[config.mk]
export PLATFORM = sky130hd
export DESIGN_NAME = fft_sequencer
export DESIGN_NICKNAME = d
export VERILOG_FILES = /design/src/rtl/fft_sequencer.sv
export SDC_FILE = /design/constraint.sdc
export NUM_CORES = 1
export LEC_CHECK = 0
export CAP_MARGIN = 30
export CORE_AREA = 5 5 66 68
export DETAILED_ROUTE_END_ITERATION = 6
export DIE_AREA = 0 0 71 73
export PLACE_DENSITY = 0.54
export SYNTH_ARGS = -nofsm -noshare
export SYNTH_HDL_FRONTEND = slang
export SYNTH_SLANG_ARGS = --single-unit
[constraint.sdc]
create_clock -name clk -period 4.89 [get_ports clk]
set_input_delay 0.7335 -clock clk [delete_from_list [all_inputs] [get_ports clk]]
set_output_delay 0.7335 -clock clk [all_outputs]
set_load 0.02 [all_outputs]
[src/rtl/fft_sequencer.sv]
// Control sequencer for the in-place radix-2 FFT core: bit-reversed load into bank 0,
// log2(N) butterfly stages with ping-pong banks and a delayed write-back, natural-order unload.
module fft_sequencer #(
    parameter int N           = 16,
    parameter int BPU_LATENCY = 3
) (
    input  logic                        clk,
    input  logic                        reset,
    input  logic                        in_valid,
    output logic                        in_ready,
    output logic                        out_valid,
    input  logic                        out_ready,
    output logic [$clog2(N)-1:0]        io_addr,
    output logic                        load_we,
    output logic [$clog2($clog2(N)):0]  stage_id,
    output logic [$clog2(N)-2:0]        pair_id,
    output logic                        pair_valid,
    output logic                        wb_en,
    output logic                        bank_select,
    output logic                        busy,
    output logic                        done
);

    localparam int LOGN = $clog2(N);
    localparam int SW   = $clog2(LOGN) + 1;
    localparam int PW   = LOGN - 1;
    localparam int DW   = 4;

    localparam logic [1:0] S_IDLE    = 2'd0;
    localparam logic [1:0] S_LOAD    = 2'd1;
    localparam logic [1:0] S_COMPUTE = 2'd2;
    localparam logic [1:0] S_UNLOAD  = 2'd3;

    logic [1:0]             state;
    logic [LOGN-1:0]        cnt;
    logic [SW-1:0]          stage_q;
    logic [PW-1:0]          pair_q;
    logic [DW-1:0]          drain_q;
    logic                   draining;
    logic                   done_q;
    logic [BPU_LATENCY-1:0] wb_sr;
    logic [BPU_LATENCY-1:0] wb_next;
    logic                   accept;
    logic                   handshake;

    function automatic logic [LOGN-1:0] bitrev(input logic [LOGN-1:0] a);
        logic [LOGN-1:0] r;
        r = '0;
        for (int i = 0; i < LOGN; i++) begin
            r[i] = a[LOGN-1-i];
        end
        return r;
    endfunction

    // in_ready is gated by reset so it reads 0 while reset is held and 1 right after release
    assign in_ready    = reset && ((state == S_IDLE) || (state == S_LOAD));
    assign accept      = in_valid && in_ready;
    assign load_we     = accept;
    assign out_valid   = (state == S_UNLOAD);
    assign handshake   = out_valid && out_ready;
    assign pair_valid  = (state == S_COMPUTE) && !draining;
    assign wb_en       = wb_sr[BPU_LATENCY-1];
    assign stage_id    = stage_q;
    assign pair_id     = pair_q;
    assign busy        = (state != S_IDLE);
    assign done        = done_q;

    always_comb begin
        wb_next    = wb_sr << 1;
        wb_next[0] = pair_valid;
    end

    always_comb begin
        io_addr = '0;
        case (state)
            S_IDLE, S_LOAD: io_addr = bitrev(cnt);
            S_UNLOAD:       io_addr = cnt;
            default:        io_addr = '0;
        endcase
    end

    // The final results sit in the bank written by the last stage, i.e. bank log2(N) mod 2
    always_comb begin
        bank_select = 1'b0;
        case (state)
            S_COMPUTE: bank_select = stage_q[0];
            S_UNLOAD:  bank_select = 1'(LOGN % 2);
            default:   bank_select = 1'b0;
        endcase
    end

    always_ff @(posedge clk or negedge reset) begin
        if (!reset) begin
            state    <= S_IDLE;
            cnt      <= '0;
            stage_q  <= '0;
            pair_q   <= '0;
            drain_q  <= '0;
            draining <= 1'b0;
            done_q   <= 1'b0;
            wb_sr    <= '0;
        end else begin
            done_q <= 1'b0;
            wb_sr  <= wb_next;
            case (state)
                S_IDLE: begin
                    if (accept) begin
                        cnt   <= LOGN'(1);
                        state <= S_LOAD;
                    end
                end
                S_LOAD: begin
                    if (accept) begin
                        if (cnt == LOGN'(N - 1)) begin
                            state    <= S_COMPUTE;
                            cnt      <= '0;
                            stage_q  <= '0;
                            pair_q   <= '0;
                            drain_q  <= '0;
                            draining <= 1'b0;
                        end else begin
                            cnt <= cnt + LOGN'(1);
                        end
                    end
                end
                // Issue N/2 pairs back to back, then idle BPU_LATENCY cycles so the stage's writes land
                S_COMPUTE: begin
                    if (!draining) begin
                        if (pair_q == PW'(N / 2 - 1)) begin
                            draining <= 1'b1;
                            drain_q  <= '0;
                        end else begin
                            pair_q <= pair_q + PW'(1);
                        end
                    end else if (drain_q == DW'(BPU_LATENCY - 1)) begin
                        draining <= 1'b0;
                        drain_q  <= '0;
                        pair_q   <= '0;
                        if (stage_q == SW'(LOGN - 1)) begin
                            state   <= S_UNLOAD;
                            cnt     <= '0;
                            stage_q <= '0;
                        end else begin
                            stage_q <= stage_q + SW'(1);
                        end
                    end else begin
                        drain_q <= drain_q + DW'(1);
                    end
                end
                S_UNLOAD: begin
                    if (handshake) begin
                        if (cnt == LOGN'(N - 1)) begin
                            state  <= S_IDLE;
                            cnt    <= '0;
                            done_q <= 1'b1;
                        end else begin
                            cnt <= cnt + LOGN'(1);
                        end
                    end
                end
                default: state <= S_IDLE;
            endcase
        end
    end

endmodule

==> results.sh <==
export IMPL_synth_top_cell_by_area="dfrtp_1"
export IMPL_ios=22
export IMPL_final_hold_viol_count=0
export IMPL_wl_per_cell_um=13.0
export IMPL_numCtsBuffers=3
export IMPL_ys_ff_latch=21
export IMPL_rsz0062_at_grt="no"
export IMPL_dp_slack_ns=1.80
export IMPL_synth_area_um2=1250
export IMPL_synth_most_common_cell="dfrtp_1"
export IMPL_die_w_um=71
export IMPL_syn_nets=137
export IMPL_via_per_inst=4.87
export IMPL_finClkSkew_ns=0.00319
export IMPL_status="complete, no violations"
export IMPL_critical_path_class="input port to primary output"
export IMPL_post_layout_nonfiller_instances=194
export IMPL_min_period_ns=3.07
export IMPL_dp_cells=190
export IMPL_max_slew_margin=0.675
export IMPL_drtAntennaViolNets=0
export IMPL_tightest_slew_ns=0.488
export IMPL_cts_tree="done"
export IMPL_seq_area_frac_synth=0.422
export IMPL_vias=944
export IMPL_slew_viol_final=0
export IMPL_drive_gt1_frac=0.0972
export IMPL_synthTopCellsByArea="dfrtp_1 (42%), ha_1 (11%), inv_1 (3.9%)"
export IMPL_synth_edf_count=0
export IMPL_hpwl_um=1950
export IMPL_antenna_found_initial=0
export IMPL_post_route_util=0.407
export IMPL_drt_initial_drc_count=51
export IMPL_grtUsageMet2=0.187
export IMPL_async_flop_share=1.00
export IMPL_syn_to_final_growth_pct=24.0
export IMPL_drc=0
export IMPL_h_tree_depth=1
export IMPL_met1_usage=0.134
export IMPL_setup_slack_ns=1.82
export IMPL_root_buffer="clkbuf_8"
export IMPL_end_kind="primary output"
export IMPL_drtPass1Iterations=4
export IMPL_grt_util_met3=0.0220
export IMPL_clockBufferDepth=2
export IMPL_ys_warn_count=0
export IMPL_hold_path_class="flop to flop"
export IMPL_setup_tns_ns=0
export IMPL_start_util=0.328
export IMPL_setup_viol=0
export IMPL_track_usage=0.109
export IMPL_die_y_um=73
export IMPL_cts_sinks=21
export IMPL_clk_latency_ns=0.25
export IMPL_grt_busiest_layer="met2"
export IMPL_finalNetCount=160
export IMPL_synthCells=122
export IMPL_syn_avg_cell_area_um2=10.2
export IMPL_core_rowCount=23
export IMPL_port_buffers=21
export IMPL_synth_cell_types=41
export IMPL_startpoint_type="input port"
export IMPL_max_cap_viol_count=0
export IMPL_ir_worst_vdd_v=0.000274
export IMPL_wl_um=2510
export IMPL_netlist_top_cells_count="dfrtp_1 (21), inv_1 (13), ha_1 (11)"
export IMPL_cts_hold_buf=0
export IMPL_grt_ovfl_total=0
export IMPL_grt_max_degree=16
export IMPL_power_density_nw_per_um2=631
export IMPL_p_leak_nw=0.730
export IMPL_grt_pass1_vias=999
export IMPL_required_ns=4.16
export IMPL_max_freq_mhz=326
export IMPL_post_cts_buffers=0
export IMPL_die_area_um2=5180
export IMPL_period_share=0.627
export IMPL_antenna_cells=0
export IMPL_crit_path_max_fanout=10
export IMPL_core_area_um2=3800
export IMPL_arrival_ns=2.33
export IMPL_fin_area_um2=1550
export IMPL_cts_resized=0
export IMPL_synth_top_cell_area_share=0.422
export IMPL_synth_flop_cell="dfrtp_1"
export IMPL_grt_pass1_wl_um=4540
export IMPL_postPlaceCellArea_um2=1500
export IMPL_cts_reportedPaths_clkPinSlew_ns=0.07
export IMPL_gp_congestion=0.774
-- layout by cell type (no fill, tap or decap), types with 2 or more instances in the layout --
master	n
dfrtp_1	21
clkdlybuf4s50_1	21
inv_1	13
ha_1	11
nor2_1	10
nand2_1	9
nand3_1	6
a22oi_1	4
mux2i_1	4
nor2b_1	3
o21ai_0	3
mux2_2	3
clkbuf_8	3
and2_1	2
and3_1	2
a221o_1	2
a21o_1	2
-- stage by stage --
step / power [W] / hold slack [ns]
final: 0.000975 / 0.350
after global routing: 0.00106 / 0.378
after CTS: 0.000985 / 0.352
after detailed placement: 0.000870 / 0.335
after global placement: 0.000861 / 0.333
after floorplan: 0.000701 / 0.331
-- power by group --
part / switching [W] / internal, W / leakage, nW
registers: 0.0000509 / 0.000228 / 0.279
logic: 0.000326 / 0.000260 / 0.428
clock network: 0.0000522 / 0.0000579 / 0.0228
total: 0.000429 / 0.000546 / 0.730
-- cells by family after synthesis --
| group | synth area share |
|---|---|
| simple gates | 0.179 |
| compound gates | 0.158 |
| flops | 0.422 |
| buf+inv | 0.0602 |
| fa+ha+maj | 0.110 |
| mux | 0.0713 |
-- final timing paths --
kind,startpoint,endpoint,slack [ns],cells past startpoint
max,reset,load_we,1.82,4
min,wb_sr[0],wb_sr[1],0.35,0
max reg2reg,state[0],cnt[1],2.72,7
min reg2reg,wb_sr[0],wb_sr[1],0.35,0
max in group asynchronous,reset,cnt[0],3.60,2
min in group asynchronous,reset,wb_sr[0],0.76,1
-- sequential cells by signal, indices dropped and copies added (netlist names) --
signal and count:
draining 1, pair_id 3, cnt 4, state 2
done 1, wb_sr 3, stage_id 3, drain_q 4
-- area by class of cell --
| type | instances | area [µm²] |
|---|---|---|
| repair buffers | 22 | 218 |
| flip-flops and latches | 21 | 526 |
| well taps | 50 | 62.6 |
| inverters | 13 | 48.8 |
| fillers | 384 | 2250 |
| multi-input cells | 84 | 646 |
| clock buffers | 4 | 45.0 |
-- metal layers --
layer	up-vias	routed length [µm]
met3	2	82
met2	12	1230
li1	474	-
met1	456	1180
met4	0	21
met5	-	0
-- critical path, cell delays in order --
cell,delay [ns]
clkdlybuf4s50_1,0.70
nand2_1,0.15
nor2b_1,0.14
clkdlybuf4s50_1,0.61
No activity file was read; power rests on OpenSTA's default activity.
